==> src/rtl/mmu_arbiter_if.sv <==
// Requester and slave-side signal bundle for mmu_arbiter.
// slave: the arbiter's view; master: the environment's view (requesters plus memory slave).
interface mmu_arbiter_if;
  logic        M0_REQ,        M1_REQ;
  logic [31:0] M0_ADDR,       M1_ADDR;
  logic        M0_WRITE,      M1_WRITE;
  logic [2:0]  M0_SIZE,       M1_SIZE;
  logic [2:0]  M0_BURST,      M1_BURST;
  logic [31:0] M0_WRITE_DATA, M1_WRITE_DATA;
  logic        M0_GNT,        M1_GNT;
  logic        M0_WACK,       M1_WACK;
  logic        M0_RVALID,     M1_RVALID;
  logic [31:0] M0_READ_DATA,  M1_READ_DATA;
  logic        M0_DONE,       M1_DONE;
  logic        M0_ERR,        M1_ERR;

  logic        S_SELX;
  logic        S_WRITE;
  logic [31:0] S_ADDR;
  logic [31:0] S_WRITE_DATA;
  logic [2:0]  S_SIZE;
  logic [2:0]  S_BURST;
  logic [2:0]  S_TRANS;
  logic [31:0] S_READ_DATA;
  logic        S_READYOUT;
  logic        S_RESP;
  logic        S_TRANSFER_COMPLETE;

  modport slave (
    input  M0_REQ, M1_REQ, M0_ADDR, M1_ADDR, M0_WRITE, M1_WRITE,
           M0_SIZE, M1_SIZE, M0_BURST, M1_BURST, M0_WRITE_DATA, M1_WRITE_DATA,
           S_READ_DATA, S_READYOUT, S_RESP, S_TRANSFER_COMPLETE,
    output M0_GNT, M1_GNT, M0_WACK, M1_WACK, M0_RVALID, M1_RVALID,
           M0_READ_DATA, M1_READ_DATA, M0_DONE, M1_DONE, M0_ERR, M1_ERR,
           S_SELX, S_WRITE, S_ADDR, S_WRITE_DATA, S_SIZE, S_BURST, S_TRANS
  );

  modport master (
    output M0_REQ, M1_REQ, M0_ADDR, M1_ADDR, M0_WRITE, M1_WRITE,
           M0_SIZE, M1_SIZE, M0_BURST, M1_BURST, M0_WRITE_DATA, M1_WRITE_DATA,
           S_READ_DATA, S_READYOUT, S_RESP, S_TRANSFER_COMPLETE,
    input  M0_GNT, M1_GNT, M0_WACK, M1_WACK, M0_RVALID, M1_RVALID,
           M0_READ_DATA, M1_READ_DATA, M0_DONE, M1_DONE, M0_ERR, M1_ERR,
           S_SELX, S_WRITE, S_ADDR, S_WRITE_DATA, S_SIZE, S_BURST, S_TRANS
  );
endinterface

==> src/rtl/mmu_arbiter.sv <==
// Two-master arbiter and burst sequencer for the mmu_unit slave: grants one
// requester at a time and issues its NONSEQ/SEQ beats, then pulses DONE.
module mmu_arbiter #(
  parameter int unsigned FIXED_PRIORITY = 0
) (
  input  logic         CLK,
  input  logic         RSTN,
  mmu_arbiter_if.slave bus
);

  localparam int unsigned CNT_W = 5;

  localparam logic [1:0] ST_IDLE   = 2'd0;
  localparam logic [1:0] ST_NONSEQ = 2'd1;
  localparam logic [1:0] ST_SEQ    = 2'd2;
  localparam logic [1:0] ST_DRAIN  = 2'd3;

  localparam logic [2:0] TRANSFER_IDLE   = 3'd0;
  localparam logic [2:0] TRANSFER_NONSEQ = 3'd2;
  localparam logic [2:0] TRANSFER_SEQ    = 3'd3;

  logic [1:0]       state_q, state_d;
  logic             owner_q, owner_d;
  logic             last_grant_q, last_grant_d;
  logic [CNT_W-1:0] beat_cnt_q, beat_cnt_d;
  logic [CNT_W-1:0] beats_q, beats_d;
  logic [31:0]      addr_q, addr_d;
  logic             write_q, write_d;
  logic [2:0]       size_q, size_d;
  logic [2:0]       burst_q, burst_d;
  logic             selx_q, selx_d;
  logic [2:0]       trans_q, trans_d;
  logic [1:0]       gnt_q, gnt_d;
  logic [1:0]       wack_q, wack_d;
  logic [1:0]       rvalid_q, rvalid_d;
  logic [1:0]       done_q, done_d;
  logic [1:0]       err_q, err_d;

  logic [1:0]       req;
  logic [1:0]       owner_oh_d;
  logic             win;
  logic             issuing;
  logic             abort;

  function automatic logic [CNT_W-1:0] beats_of(input logic [2:0] burst);
    case (burst[2:1])
      2'd0:    return CNT_W'(1);
      2'd1:    return CNT_W'(4);
      2'd2:    return CNT_W'(8);
      default: return CNT_W'(16);
    endcase
  endfunction

  // Next state, latched descriptor and next-cycle output values.
  always_comb begin
    state_d      = state_q;
    owner_d      = owner_q;
    last_grant_d = last_grant_q;
    beat_cnt_d   = beat_cnt_q;
    beats_d      = beats_q;
    addr_d       = addr_q;
    write_d      = write_q;
    size_d       = size_q;
    burst_d      = burst_q;
    win          = 1'b0;
    req          = {bus.M1_REQ, bus.M0_REQ};
    issuing      = (state_q == ST_NONSEQ) || (state_q == ST_SEQ);
    abort        = issuing && bus.S_RESP;

    case (state_q)
      ST_IDLE: begin
        if (req != 2'b00) begin
          if (req == 2'b11) begin
            win = (FIXED_PRIORITY != 0) ? 1'b0 : ~last_grant_q;
          end else begin
            win = req[1];
          end
          owner_d = win;
          addr_d  = win ? bus.M1_ADDR  : bus.M0_ADDR;
          write_d = win ? bus.M1_WRITE : bus.M0_WRITE;
          size_d  = win ? bus.M1_SIZE  : bus.M0_SIZE;
          burst_d = win ? bus.M1_BURST : bus.M0_BURST;
          beats_d = beats_of(burst_d);
          state_d = ST_NONSEQ;
        end
      end
      ST_NONSEQ: begin
        beat_cnt_d = CNT_W'(1);
        state_d    = (abort || beats_q == CNT_W'(1)) ? ST_DRAIN : ST_SEQ;
      end
      ST_SEQ: begin
        beat_cnt_d = beat_cnt_q + CNT_W'(1);
        if (abort || beat_cnt_q == beats_q - CNT_W'(1)) begin
          state_d = ST_DRAIN;
        end
      end
      ST_DRAIN: begin
        last_grant_d = owner_q;
        state_d      = ST_IDLE;
      end
      default: state_d = ST_IDLE;
    endcase

    // Outputs are registered, so they are decoded from the next state.
    owner_oh_d = owner_d ? 2'b10 : 2'b01;
    selx_d     = (state_d == ST_NONSEQ) || (state_d == ST_SEQ);
    case (state_d)
      ST_NONSEQ: trans_d = TRANSFER_NONSEQ;
      ST_SEQ:    trans_d = TRANSFER_SEQ;
      default:   trans_d = TRANSFER_IDLE;
    endcase
    gnt_d    = (state_d != ST_IDLE) ? owner_oh_d : 2'b00;
    wack_d   = (selx_d && write_d) ? owner_oh_d : 2'b00;
    rvalid_d = (issuing && !write_q) ? (owner_q ? 2'b10 : 2'b01) : 2'b00;
    done_d   = (state_d == ST_DRAIN) ? owner_oh_d : 2'b00;
    err_d    = (state_d == ST_DRAIN && abort) ? owner_oh_d : 2'b00;
  end

  always_ff @(posedge CLK) begin
    if (RSTN) begin
      state_q      <= ST_IDLE;
      owner_q      <= 1'b0;
      last_grant_q <= 1'b1;
      beat_cnt_q   <= '0;
      beats_q      <= '0;
      addr_q       <= '0;
      write_q      <= 1'b0;
      size_q       <= '0;
      burst_q      <= '0;
      selx_q       <= 1'b0;
      trans_q      <= TRANSFER_IDLE;
      gnt_q        <= '0;
      wack_q       <= '0;
      rvalid_q     <= '0;
      done_q       <= '0;
      err_q        <= '0;
    end else begin
      state_q      <= state_d;
      owner_q      <= owner_d;
      last_grant_q <= last_grant_d;
      beat_cnt_q   <= beat_cnt_d;
      beats_q      <= beats_d;
      addr_q       <= addr_d;
      write_q      <= write_d;
      size_q       <= size_d;
      burst_q      <= burst_d;
      selx_q       <= selx_d;
      trans_q      <= trans_d;
      gnt_q        <= gnt_d;
      wack_q       <= wack_d;
      rvalid_q     <= rvalid_d;
      done_q       <= done_d;
      err_q        <= err_d;
    end
  end

  assign bus.S_SELX  = selx_q;
  assign bus.S_TRANS = trans_q;
  assign bus.S_ADDR  = addr_q;
  assign bus.S_WRITE = write_q;
  assign bus.S_SIZE  = size_q;
  assign bus.S_BURST = burst_q;

  // Write data and read data are steered through without a register stage.
  assign bus.S_WRITE_DATA = selx_q ? (owner_q ? bus.M1_WRITE_DATA : bus.M0_WRITE_DATA) : '0;
  assign bus.M0_READ_DATA = rvalid_q[0] ? bus.S_READ_DATA : '0;
  assign bus.M1_READ_DATA = rvalid_q[1] ? bus.S_READ_DATA : '0;

  assign bus.M0_GNT    = gnt_q[0];
  assign bus.M1_GNT    = gnt_q[1];
  assign bus.M0_WACK   = wack_q[0];
  assign bus.M1_WACK   = wack_q[1];
  assign bus.M0_RVALID = rvalid_q[0];
  assign bus.M1_RVALID = rvalid_q[1];
  assign bus.M0_DONE   = done_q[0];
  assign bus.M1_DONE   = done_q[1];
  assign bus.M0_ERR    = err_q[0];
  assign bus.M1_ERR    = err_q[1];

endmodule
==> src/flat_wrapper.sv <==
// flat-port wrapper written by rule: the top's interface ports become plain ports
module mmu_arbiter_flat 
#(
  parameter int unsigned FIXED_PRIORITY = 0
)
  (CLK, RSTN, bus_M0_REQ, bus_M1_REQ, bus_M0_ADDR, bus_M1_ADDR, bus_M0_WRITE, bus_M1_WRITE, bus_M0_SIZE, bus_M1_SIZE, bus_M0_BURST, bus_M1_BURST, bus_M0_WRITE_DATA, bus_M1_WRITE_DATA, bus_S_READ_DATA, bus_S_READYOUT, bus_S_RESP, bus_S_TRANSFER_COMPLETE, bus_M0_GNT, bus_M1_GNT, bus_M0_WACK, bus_M1_WACK, bus_M0_RVALID, bus_M1_RVALID, bus_M0_READ_DATA, bus_M1_READ_DATA, bus_M0_DONE, bus_M1_DONE, bus_M0_ERR, bus_M1_ERR, bus_S_SELX, bus_S_WRITE, bus_S_ADDR, bus_S_WRITE_DATA, bus_S_SIZE, bus_S_BURST, bus_S_TRANS);
  mmu_arbiter_if bus_i ();
  input  logic CLK;
  input  logic RSTN;
  input wire logic [$bits(bus_i.M0_REQ)-1:0] bus_M0_REQ;
  input wire logic [$bits(bus_i.M1_REQ)-1:0] bus_M1_REQ;
  input wire logic [$bits(bus_i.M0_ADDR)-1:0] bus_M0_ADDR;
  input wire logic [$bits(bus_i.M1_ADDR)-1:0] bus_M1_ADDR;
  input wire logic [$bits(bus_i.M0_WRITE)-1:0] bus_M0_WRITE;
  input wire logic [$bits(bus_i.M1_WRITE)-1:0] bus_M1_WRITE;
  input wire logic [$bits(bus_i.M0_SIZE)-1:0] bus_M0_SIZE;
  input wire logic [$bits(bus_i.M1_SIZE)-1:0] bus_M1_SIZE;
  input wire logic [$bits(bus_i.M0_BURST)-1:0] bus_M0_BURST;
  input wire logic [$bits(bus_i.M1_BURST)-1:0] bus_M1_BURST;
  input wire logic [$bits(bus_i.M0_WRITE_DATA)-1:0] bus_M0_WRITE_DATA;
  input wire logic [$bits(bus_i.M1_WRITE_DATA)-1:0] bus_M1_WRITE_DATA;
  input wire logic [$bits(bus_i.S_READ_DATA)-1:0] bus_S_READ_DATA;
  input wire logic [$bits(bus_i.S_READYOUT)-1:0] bus_S_READYOUT;
  input wire logic [$bits(bus_i.S_RESP)-1:0] bus_S_RESP;
  input wire logic [$bits(bus_i.S_TRANSFER_COMPLETE)-1:0] bus_S_TRANSFER_COMPLETE;
  output wire logic [$bits(bus_i.M0_GNT)-1:0] bus_M0_GNT;
  output wire logic [$bits(bus_i.M1_GNT)-1:0] bus_M1_GNT;
  output wire logic [$bits(bus_i.M0_WACK)-1:0] bus_M0_WACK;
  output wire logic [$bits(bus_i.M1_WACK)-1:0] bus_M1_WACK;
  output wire logic [$bits(bus_i.M0_RVALID)-1:0] bus_M0_RVALID;
  output wire logic [$bits(bus_i.M1_RVALID)-1:0] bus_M1_RVALID;
  output wire logic [$bits(bus_i.M0_READ_DATA)-1:0] bus_M0_READ_DATA;
  output wire logic [$bits(bus_i.M1_READ_DATA)-1:0] bus_M1_READ_DATA;
  output wire logic [$bits(bus_i.M0_DONE)-1:0] bus_M0_DONE;
  output wire logic [$bits(bus_i.M1_DONE)-1:0] bus_M1_DONE;
  output wire logic [$bits(bus_i.M0_ERR)-1:0] bus_M0_ERR;
  output wire logic [$bits(bus_i.M1_ERR)-1:0] bus_M1_ERR;
  output wire logic [$bits(bus_i.S_SELX)-1:0] bus_S_SELX;
  output wire logic [$bits(bus_i.S_WRITE)-1:0] bus_S_WRITE;
  output wire logic [$bits(bus_i.S_ADDR)-1:0] bus_S_ADDR;
  output wire logic [$bits(bus_i.S_WRITE_DATA)-1:0] bus_S_WRITE_DATA;
  output wire logic [$bits(bus_i.S_SIZE)-1:0] bus_S_SIZE;
  output wire logic [$bits(bus_i.S_BURST)-1:0] bus_S_BURST;
  output wire logic [$bits(bus_i.S_TRANS)-1:0] bus_S_TRANS;
  assign bus_i.M0_REQ = bus_M0_REQ;
  assign bus_i.M1_REQ = bus_M1_REQ;
  assign bus_i.M0_ADDR = bus_M0_ADDR;
  assign bus_i.M1_ADDR = bus_M1_ADDR;
  assign bus_i.M0_WRITE = bus_M0_WRITE;
  assign bus_i.M1_WRITE = bus_M1_WRITE;
  assign bus_i.M0_SIZE = bus_M0_SIZE;
  assign bus_i.M1_SIZE = bus_M1_SIZE;
  assign bus_i.M0_BURST = bus_M0_BURST;
  assign bus_i.M1_BURST = bus_M1_BURST;
  assign bus_i.M0_WRITE_DATA = bus_M0_WRITE_DATA;
  assign bus_i.M1_WRITE_DATA = bus_M1_WRITE_DATA;
  assign bus_i.S_READ_DATA = bus_S_READ_DATA;
  assign bus_i.S_READYOUT = bus_S_READYOUT;
  assign bus_i.S_RESP = bus_S_RESP;
  assign bus_i.S_TRANSFER_COMPLETE = bus_S_TRANSFER_COMPLETE;
  assign bus_M0_GNT = bus_i.M0_GNT;
  assign bus_M1_GNT = bus_i.M1_GNT;
  assign bus_M0_WACK = bus_i.M0_WACK;
  assign bus_M1_WACK = bus_i.M1_WACK;
  assign bus_M0_RVALID = bus_i.M0_RVALID;
  assign bus_M1_RVALID = bus_i.M1_RVALID;
  assign bus_M0_READ_DATA = bus_i.M0_READ_DATA;
  assign bus_M1_READ_DATA = bus_i.M1_READ_DATA;
  assign bus_M0_DONE = bus_i.M0_DONE;
  assign bus_M1_DONE = bus_i.M1_DONE;
  assign bus_M0_ERR = bus_i.M0_ERR;
  assign bus_M1_ERR = bus_i.M1_ERR;
  assign bus_S_SELX = bus_i.S_SELX;
  assign bus_S_WRITE = bus_i.S_WRITE;
  assign bus_S_ADDR = bus_i.S_ADDR;
  assign bus_S_WRITE_DATA = bus_i.S_WRITE_DATA;
  assign bus_S_SIZE = bus_i.S_SIZE;
  assign bus_S_BURST = bus_i.S_BURST;
  assign bus_S_TRANS = bus_i.S_TRANS;
  mmu_arbiter #(.FIXED_PRIORITY(FIXED_PRIORITY)) u_core (.CLK(CLK), .RSTN(RSTN), .bus(bus_i));
endmodule
==> config.mk <==
export PLATFORM = sky130hd
export DESIGN_NAME = mmu_arbiter_flat
export DESIGN_NICKNAME = d
export VERILOG_FILES = /design/src/rtl/mmu_arbiter_if.sv /design/src/rtl/mmu_arbiter.sv /design/src/flat_wrapper.sv
export SDC_FILE = /design/constraint.sdc
export NUM_CORES = 1
export LEC_CHECK = 0
export CORE_AREA = 5 5 125 127
export DETAILED_ROUTE_END_ITERATION = 16
export DIE_AREA = 0 0 130 132
export PLACE_DENSITY_LB_ADDON = 0.08
export SLEW_MARGIN = 5
export SYNTH_ARGS = -nofsm -noshare
export SYNTH_HDL_FRONTEND = slang
export SYNTH_SLANG_ARGS = --single-unit
==> constraint.sdc <==
create_clock -name CLK -period 2.17 [get_ports CLK]
set_input_delay 0.217 -clock CLK [delete_from_list [all_inputs] [get_ports CLK]]
set_output_delay 0.217 -clock CLK [all_outputs]
set_load 0.05 [all_outputs]
* Word-level counts from Yosys, hierarchy flattened *
Cells that the tools add are included.

word-level totals
  output and inout port bits = 149
  logic and storage cells = 79
  flip-flop bits (word level) = 67

cells by class
  multiplexer cells = 24
  bitwise logic cells = 6
  reductions and logical operators = 20
  add/sub/neg operators = 2
  equal/unequal tests = 11

operators by type and width
  cell                                                                    count
  32-bit two-way mux                                                      5
  5-bit one-hot mux with 3 select lines                                   1
  2-bit equality test (second input constant)                             6
  5-bit one-hot mux with 2 select lines                                   1
  2-bit OR reduction                                                      5
  1-bit two-way mux                                                       9
  2-bit two-way mux                                                       4
  2-bit one-hot mux with 4 select lines                                   1
  2-bit by 1-bit equality test with 1-bit output (second input constant)  3
  3-bit two-way mux                                                       2
  1-bit inverter                                                          6
  2-bit nonzero test                                                      3
  5-bit by 1-bit adder with 5-bit output (second input constant)          1
  5-bit by 1-bit equality test with 1-bit output (second input constant)  1
  5-bit equality test                                                     1
  5-bit by 1-bit subtractor with 5-bit output (second input constant)     1
  1-bit logical AND                                                       4
  2-bit logical NOT                                                       2
  1-bit logical OR                                                        4
  2-bit one-hot mux with 2 select lines                                   1
  2-bit AND reduction                                                     1
  1-bit logical NOT                                                       1

* Logic depth before layout (Yosys ltp) *
Gate-level depths: netlist (run 1).

  depth in word-level cells = 11
  gate-level depth with buffers = 10
  depth with buffers taken out = 10

* Worst setup path after synthesis (run 1) *
No wires, ideal clock.

  path kind = register -> register
  start = register u_core.state_q[0]
  end = register u_core.wack_q[0]
  library setup time = 0.060 ns
  slack = -0.170 ns
  arrival = 2.280 ns
  clock period less this slack = 2.340 ns
  required time = 2.110 ns
  cell stages (with the launch flop) = 11
  cells stage by stage = dfxtp_1 inv_1 ha_1 or2_2 a221o_1 nand2_1 nand2_1 ha_1 inv_1 a2111oi_0 and2_1

between the ends
  longest elaborated chain between the ends = 11
  elaborated cells between the ends (all ways) = 21
  those cells by class = eq/ne: 5; mux: 7; bitwise: 1; reduce/logical: 8

RTL lines
  element                                                                                line                                  source
  start: declaration                                                                     mmu_arbiter.sv:22                     logic [1:0] state_q, state_d;
  start signal: assignment                                                               mmu_arbiter.sv:138                    state_q <= state_d;
  2-bit by 1-bit equality test with 1-bit output or 2-bit equality test (tied branches)  mmu_arbiter.sv:67, mmu_arbiter.sv:70
  1-bit logical OR                                                                       mmu_arbiter.sv:67                     issuing = (state_q == ST_NONSEQ) || (state_q == ST_SEQ);
  1-bit logical AND                                                                      mmu_arbiter.sv:68                     abort = issuing && bus.S_RESP;
  1-bit logical OR (on tied branches)                                                    mmu_arbiter.sv:93, mmu_arbiter.sv:89
  2-bit two-way mux or 1-bit two-way mux (tied branches)                                 mmu_arbiter.sv:93, mmu_arbiter.sv:89
  2-bit one-hot mux with 4 select lines *                                                mmu_arbiter.sv:70                     case (state_q)
  2-bit by 1-bit equality test with 1-bit output or 2-bit equality test (tied branches)  mmu_arbiter.sv:106                    selx_d = (state_d == ST_NONSEQ) || (state_d == ST_SEQ);
  1-bit logical OR *                                                                     mmu_arbiter.sv:106
  net u_core.selx_d                                                                      mmu_arbiter.sv:31                     logic selx_q, selx_d;
  1-bit logical AND *                                                                    mmu_arbiter.sv:113                    wack_d = (selx_d && write_d) ? owner_oh_d : 2'b00;
  1-bit inverter (no line) *                                                             -
  2-bit OR reduction (no line) *                                                         -
  end signal: assignment                                                                 mmu_arbiter.sv:150                    wack_q <= wack_d;
  end: declaration                                                                       mmu_arbiter.sv:34                     logic [1:0] wack_q, wack_d;

The timed path passes the listed nets; every way through them passes the cells marked *.
A chain may end at the register's enable or synchronous reset.

* Final worst setup path (run 1) *
Same ends and word-level chain as after synthesis.

==> metrics.cfg, run 1 <==
[drt]
drt_iter0_drc=62
met1_length_mm=6.25
drt_wl_total_mm=16.1
firstDrtPassIters=4
drc=0
met3WireLength_mm=1.51
vias=4179
dr_wl_met2_mm=7.99
top_layer=met4
drtAntennaViolNets=0
detail_route.vias_per_cell=4.40
wire_per_inst_um=16.9

[setup_path]
endpoint_kind=register
worstSetupPathType=reg -> reg
cp_max_fo=4
r2r_cells=10
worstPathCellList=inv_4 > ha_4 > or2_2 > a221o_1 > nand2_2 > nand2_1 > ha_1 > inv_2 > a2111oi_4 > and2_1
critPathMaxStageDelay_ns=0.37
required_ns=2.43
cp.arrival_ns=2.37
crit_path_start_kind=register
cp_slowest_cell=dfxtp_4

[placement]
dpl.cell_count=931
place_congestion=0.880
post-dp-hpwl_mm=13.5
io_buffer_count=326
place_area_um2=7490

[timing]
relSlewSlack_pct=42.1
fin_crit_sh_pct=97.2
timing.fmax_ghz=0.474
period_minus_slack_ns=2.11
finClkSkew_ns=0.00794
rsz0062_at_grt=true
hold_viol_final=0
worst_slew_pin_slew_ns=0.868
drv_slew=0
setup_viol=0

[cts]
clock-sinks=64
cts_tree=built
numCtsBuffers=9
cts-root-buf=clkbuf_16
clock_path_buffers=2
path_clk_slew_ns=0.05
ctsHoldBuffers=0
htree_num_levels=3
clkLatencyLatePin_ns=0.32

[die]
die_area_um2=17200
die_w_um=130
coreArea_um2=14300
fp.dieH_um=132
rows=44
io_pins=330
start_util_pct=26.6

[synthesis]
synthTopCellsByArea=dfxtp_1, mux2i_1, and2_1
yosysTopAreaCellShare_pct=33.6
synth.distinct_cells=45
async_reset_ff_share_pct=0
synthCells=436
yosysSeqAreaShare_pct=33.6
synth-seq-cells=64
synth_warnings=0
ys.flop_type=dfxtp_1
syn_area_per_cell_um2=8.74
syn-cell-area_um2=3810
synth_top_area_cell=dfxtp_1
synth_edf_count=0
syn_nets=625

[layout]
drive_above_1_share_pct=20.9
fillCellCount=1317
nets=950
final_cells=949
antenna_cells=0
area_delta_synth_final_pct=107
register_area_um2=1290
design_area_um2=7870
multiInputGateArea_um2=2410

[outcome]
status=complete, no violations

[power_and_ir_drop]
power_uw=9980
p_leak_uw=0.00317
vdd_drop_max_uv=565
pwr_density_cell_nw_per_um2=1270

[global_routing]
grt_usage_pct=17.5
grt_pass1_wl_mm=23.7
grt-ovfl-total=0
grt_pass1_vias=4166
grt_start_max_net_pins=48
antenna_found_initial=0

[job]
maxCapViolations=0

[min_path]
hold_path.class=in -> reg
holdPathStages=2

==> cells in the final DEF (no fill, tap or decap), types with 2 or more instances in the layout <==
| master | netlist | layout |
|---|---|---|
| a211oi_1 | 39 | 39 |
| a21oi_1 | 7 | 7 |
| and2_1 | 67 | 67 |
| buf_12 | 0 | 34 |
| buf_4 | 6 | 89 |
| clkbuf_16 | 0 | 9 |
| clkdlybuf4s50_1 | 0 | 225 |
| clkinv_2 | 0 | 3 |
| dfxtp_1 | 64 | 61 |
| dfxtp_4 | 0 | 2 |
| ha_1 | 8 | 4 |
| ha_4 | 0 | 3 |
| inv_1 | 10 | 7 |
| mux2i_1 | 70 | 70 |
| nand2_1 | 9 | 8 |
| nand2b_1 | 2 | 2 |
| nand3_1 | 4 | 3 |
| nand3b_1 | 2 | 2 |
| nand4_1 | 2 | 2 |
| nor2_1 | 48 | 48 |
| nor2b_1 | 33 | 33 |
| nor3_1 | 2 | 2 |
| nor3b_1 | 3 | 3 |
| o21ai_0 | 2 | 2 |
| xnor2_1 | 3 | 3 |
| xor2_1 | 4 | 4 |
==> where the power goes <==
part	internal, µW	leakage, µW	switching, µW
clock	906	0.000145	465
sequential	1600	0.000530	250
combinational	2630	0.00250	4120
==> repair_timing <==
| item | CTS | global route |
|---|---|---|
| setup endpoints to repair | 2 | 2 |
| hold endpoints to repair | 0 | 0 |
| resized for setup | 11 | 6 |
| pin swaps | 5 | 2 |
| buffers inserted | 2 | 1 |
==> worst max-delay path: cells and delay by family (launching register included) <==
| kind | cells | cell delay [ns] |
|---|---|---|
| DFF | 1 | 0.37 |
| AOI/OAI and AO/OA | 2 | 0.54 |
| adders and majority gates | 2 | 0.45 |
| and+or+nand+nor | 4 | 0.58 |
| buffers and inverters | 2 | 0.11 |
==> metal layers <==
layer  track usage, %  vias to the layer above
met3             5.67                       14
met1             19.5                     1841
met2             31.6                      175
li1                 -                     2149
met4             4.97                        0
met5                0                        -
==> cells in the mapped netlist (2+ instances only) <==
cell type / count
nand2b_1: 2
dfxtp_1: 64
nor2_1: 48
nor2b_1: 33
clkbuf_1: 23
buf_1: 2
nand3b_1: 2
buf_2: 4
ha_1: 8
and2_1: 67
nor3_1: 2
nor3b_1: 3
a211oi_1: 39
inv_1: 10
nand2_1: 9
nand3_1: 4
xnor2_1: 3
mux2i_1: 70
o21ai_0: 2
buf_4: 6
xor2_1: 4
a21oi_1: 7
nand4_1: 2
==> sequential cells by signal, summed over array words and instances (netlist names) <==
name and count:
u_core.gnt_q 2, u_core.state_q 2, u_core.bus.S_SIZE 3, u_core.beats_q 4, u_core.rvalid_q 2, u_core.bus.S_TRANS 2
u_core.done_q 2, u_core.owner_q 1, u_core.bus.S_BURST 3, u_core.bus.S_WRITE 1, u_core.wack_q 2, u_core.err_q 2
u_core.bus.S_ADDR 32, u_core.last_grant_q 1, u_core.beat_cnt_q 5
==> cell families (layout without fill, tap and decap cells) <==
| group | count (synthesis) | in the layout | synth area share (%) |
|---|---|---|---|
| AND/OR/NAND/NOR | 181 | 181 | 26.5 |
| multiplexers | 70 | 70 | 18.4 |
| flip-flops | 64 | 64 | 33.6 |
| AO/OA/AOI/OAI | 59 | 59 | 11.6 |
| buffers and inverters | 45 | 374 | 5.15 |
| adder cells (fa/ha/maj) | 8 | 8 | 2.63 |
| XOR/XNOR | 8 | 8 | 2.04 |
| other | 1 | 1 | 0.0984 |
==> per-stage QoR <==
stage	hold slack, ns	util (%)	setup WS [ns]	setup TNS [ns]
after floorplan	0.395	-	0.0109	0
after global placement	0.485	52.3	-0.186	-0.370
after detailed placement	0.490	52.3	-0.232	-0.491
after CTS	0.496	54.8	0.0551	0
after global routing	0.517	55.0	-0.00417	-0.00417
final	0.484	55.0	0.0608	0
==> final timing paths <==
kind                         from              endpoint  slack, ns
max             u_core.state_q[0]      u_core.wack_q[0]       0.06
min reg2reg  u_core.bus.S_ADDR[3]  u_core.bus.S_ADDR[3]       0.49
min                          RSTN  u_core.beat_cnt_q[0]       0.48
max reg2reg     u_core.state_q[0]      u_core.wack_q[0]       0.06
==> area by class of cell <==
class                      instances  area share [%]
clock buffer                      11            3.08
multi-input combinational        327            30.6
sequential                        64            16.4
inverter                          10           0.572
tap                              184            2.92
clock inverter                     4           0.572
timing repair buffer             349            45.8
No activity file was read; power rests on OpenSTA's default activity.
==> inputs of run 2 (changes only) <==
SLEW_MARGIN = 20   (was 5)
==> results of run 2 <==
Final layout, timing and power as in run 1 (identical DEF).
==> inputs of run 3 (changes only) <==
PLACE_DENSITY = 0.81   (was not set)
PLACE_DENSITY_LB_ADDON = not set   (was 0.08)
SKIP_LAST_GASP = 1   (was not set)
==> run 3 against run 2 <==
- count of clock-buffer cells in the layout down 1
- clock power about the same
- cell count up 0.11%
- critical endpoint unchanged
==> metrics.cfg, run 3 (synthesized netlist as in run 1, its figures left out) <==
[outcome]
status=complete, no violations

[power_and_ir_drop]
power_uw=10000
pwr_density_cell_nw_per_um2=1250
p_leak_uw=0.00319
vdd_drop_max_uv=734

[timing]
drv_slew=0
period_minus_slack_ns=2.12
setup_ws_ns=0.0545
worst_slew_pin_slew_ns=0.810
hold_viol_final=0
setup_viol=0
worst_hold_slack_ns=0.468
fin_crit_sh_pct=97.5
rsz0062_at_grt=true
timing.fmax_ghz=0.473
relSlewSlack_pct=46.0
finClkSkew_ns=0.00619

[layout]
final_common_cell=clkdlybuf4s50_1
area_delta_synth_final_pct=109
largest_reg_flops=32
final_cell_mix=clkdlybuf4s50_1, buf_4, mux2i_1, and2_1, dfxtp_1
final_cells=950
drive_above_1_share_pct=21.6
nets=949
utilization_pct=55.8

[die]
rows=44
start_util_pct=26.6
die_w_um=130
coreArea_um2=14300
io_pins=330
die_area_um2=17200
fp.dieH_um=132

[cts]
clock-sinks=64
numCtsBuffers=9
cts-root-buf=clkbuf_16
cts_tree=built
path_clk_slew_ns=0.06
htree_num_levels=3
clkLatencyLatePin_ns=0.33
clock_path_buffers=2
ctsHoldBuffers=0

[setup_path]
critPathMaxStageDelay_ns=0.46
cp_num_buf_inv=2
rrSetupSlack_ns=0.05
crit_path_start_kind=register
cp_max_fo=3
required_ns=2.44
cp_top_family=simple AND/OR/NAND/NOR gates
worstSetupPathType=reg -> reg
cp_slowest_cell=or4b_4
cpMostUsedCell=inv_2
cp.arrival_ns=2.39
endpoint_kind=register
worstPathCellList=inv_2 > ha_2 > or4b_4 > nand3_1 > or4_4 > nand2_2 > ha_4 > inv_2 > a2111oi_4 > and2_1

[global_routing]
grt_usage_pct=17.7
grt_pass1_wl_mm=23.6
grt-ovfl-total=0
antenna_found_initial=2
grt_pass1_vias=4206
grt_start_max_net_pins=80

[drt]
detail_route.vias_per_cell=4.43
firstDrtPassIters=4
drtAntennaViolNets=0
vias=4212
wire_per_inst_um=17.0
drc=0
drt_iter0_drc=118
drt_wl_total_mm=16.1

[placement]
place_congestion=0.881
io_buffer_count=326
dpl.cell_count=931
pre_cts_ws_ns=-0.255
post-dp-hpwl_mm=13.5

[min_path]
hold_path.class=in -> reg

[job]
maxCapViolations=0

run 3: cell count changes in the layout (fill, tap and decap cells not counted), sizes merged:
| cell | delta |
|---|---|
| diode | +1 |
| bufinv | -1 |
| clkinv | +1 |
| clkbuf | -1 |
| buf | -1 |
| inv | +1 |
| clkinvlp | +1 |
run 3: path summary, 6_finish.rpt:
| check | startpoint | to | cells after the start |
|---|---|---|---|
| max | u_core.state_q[1] | u_core.wack_q[0] | 10 |
| min | RSTN | u_core.beat_cnt_q[0] | 2 |
| max reg2reg | u_core.state_q[1] | u_core.wack_q[0] | 10 |
| min reg2reg | u_core.bus.S_ADDR[1] | u_core.bus.S_ADDR[1] | 2 |
run 3: worst reg2reg max path, cell delays in order, from the launching register on:
cell and delay [ns]:
dfxtp_4 0.36, inv_2 0.09, ha_2 0.18, or4b_4 0.46, nand3_1 0.12, or4_4 0.13
nand2_2 0.06, ha_4 0.26, inv_2 0.04, a2111oi_4 0.19, and2_1 0.17
run 3: through the flow:
stage,instance area [µm²],TNS (ns)
after floorplan,3820,0
after global placement,7600,-0.414
after detailed placement,7600,-0.507
after CTS,7900,0
after global routing,7980,-0.0461
final,7980,0
run 3: per-layer routing:
metal	up-vias	track usage, %	wire length (µm)
met4	2	4.27	125
met3	10	7.33	1940
li1	2153	-	-
met5	-	0	13
met1	1834	18.4	5660
met2	213	32.6	8400
run 3: report_power, final:
| group | switching [µW] | internal [µW] |
|---|---|---|
| Clock | 546 | 807 |
| Sequential | 237 | 1600 |
| Combinational | 4140 | 2670 |
| Total | 4930 | 5080 |
run 3: what timing repair did:
item                                    in CTS  in global routing
pin swaps                                    3                  3
setup buffers                                0                  2
resized for setup                            4                 15
endpoints found under the setup margin       2                  2
run 3: layout make-up:
class / instances / area [µm²]
Tap cell: 184 / 230
Clock buffer: 10 / 239
Antenna cell: 1 / 2.50
Sequential cell: 64 / 1290
Fill cell: 1277 / 6330
Clock inverter: 6 / 43.8
Inverter: 10 / 40.0
Timing Repair Buffer: 348 / 3710
Multi-Input combinational cell: 327 / 2420
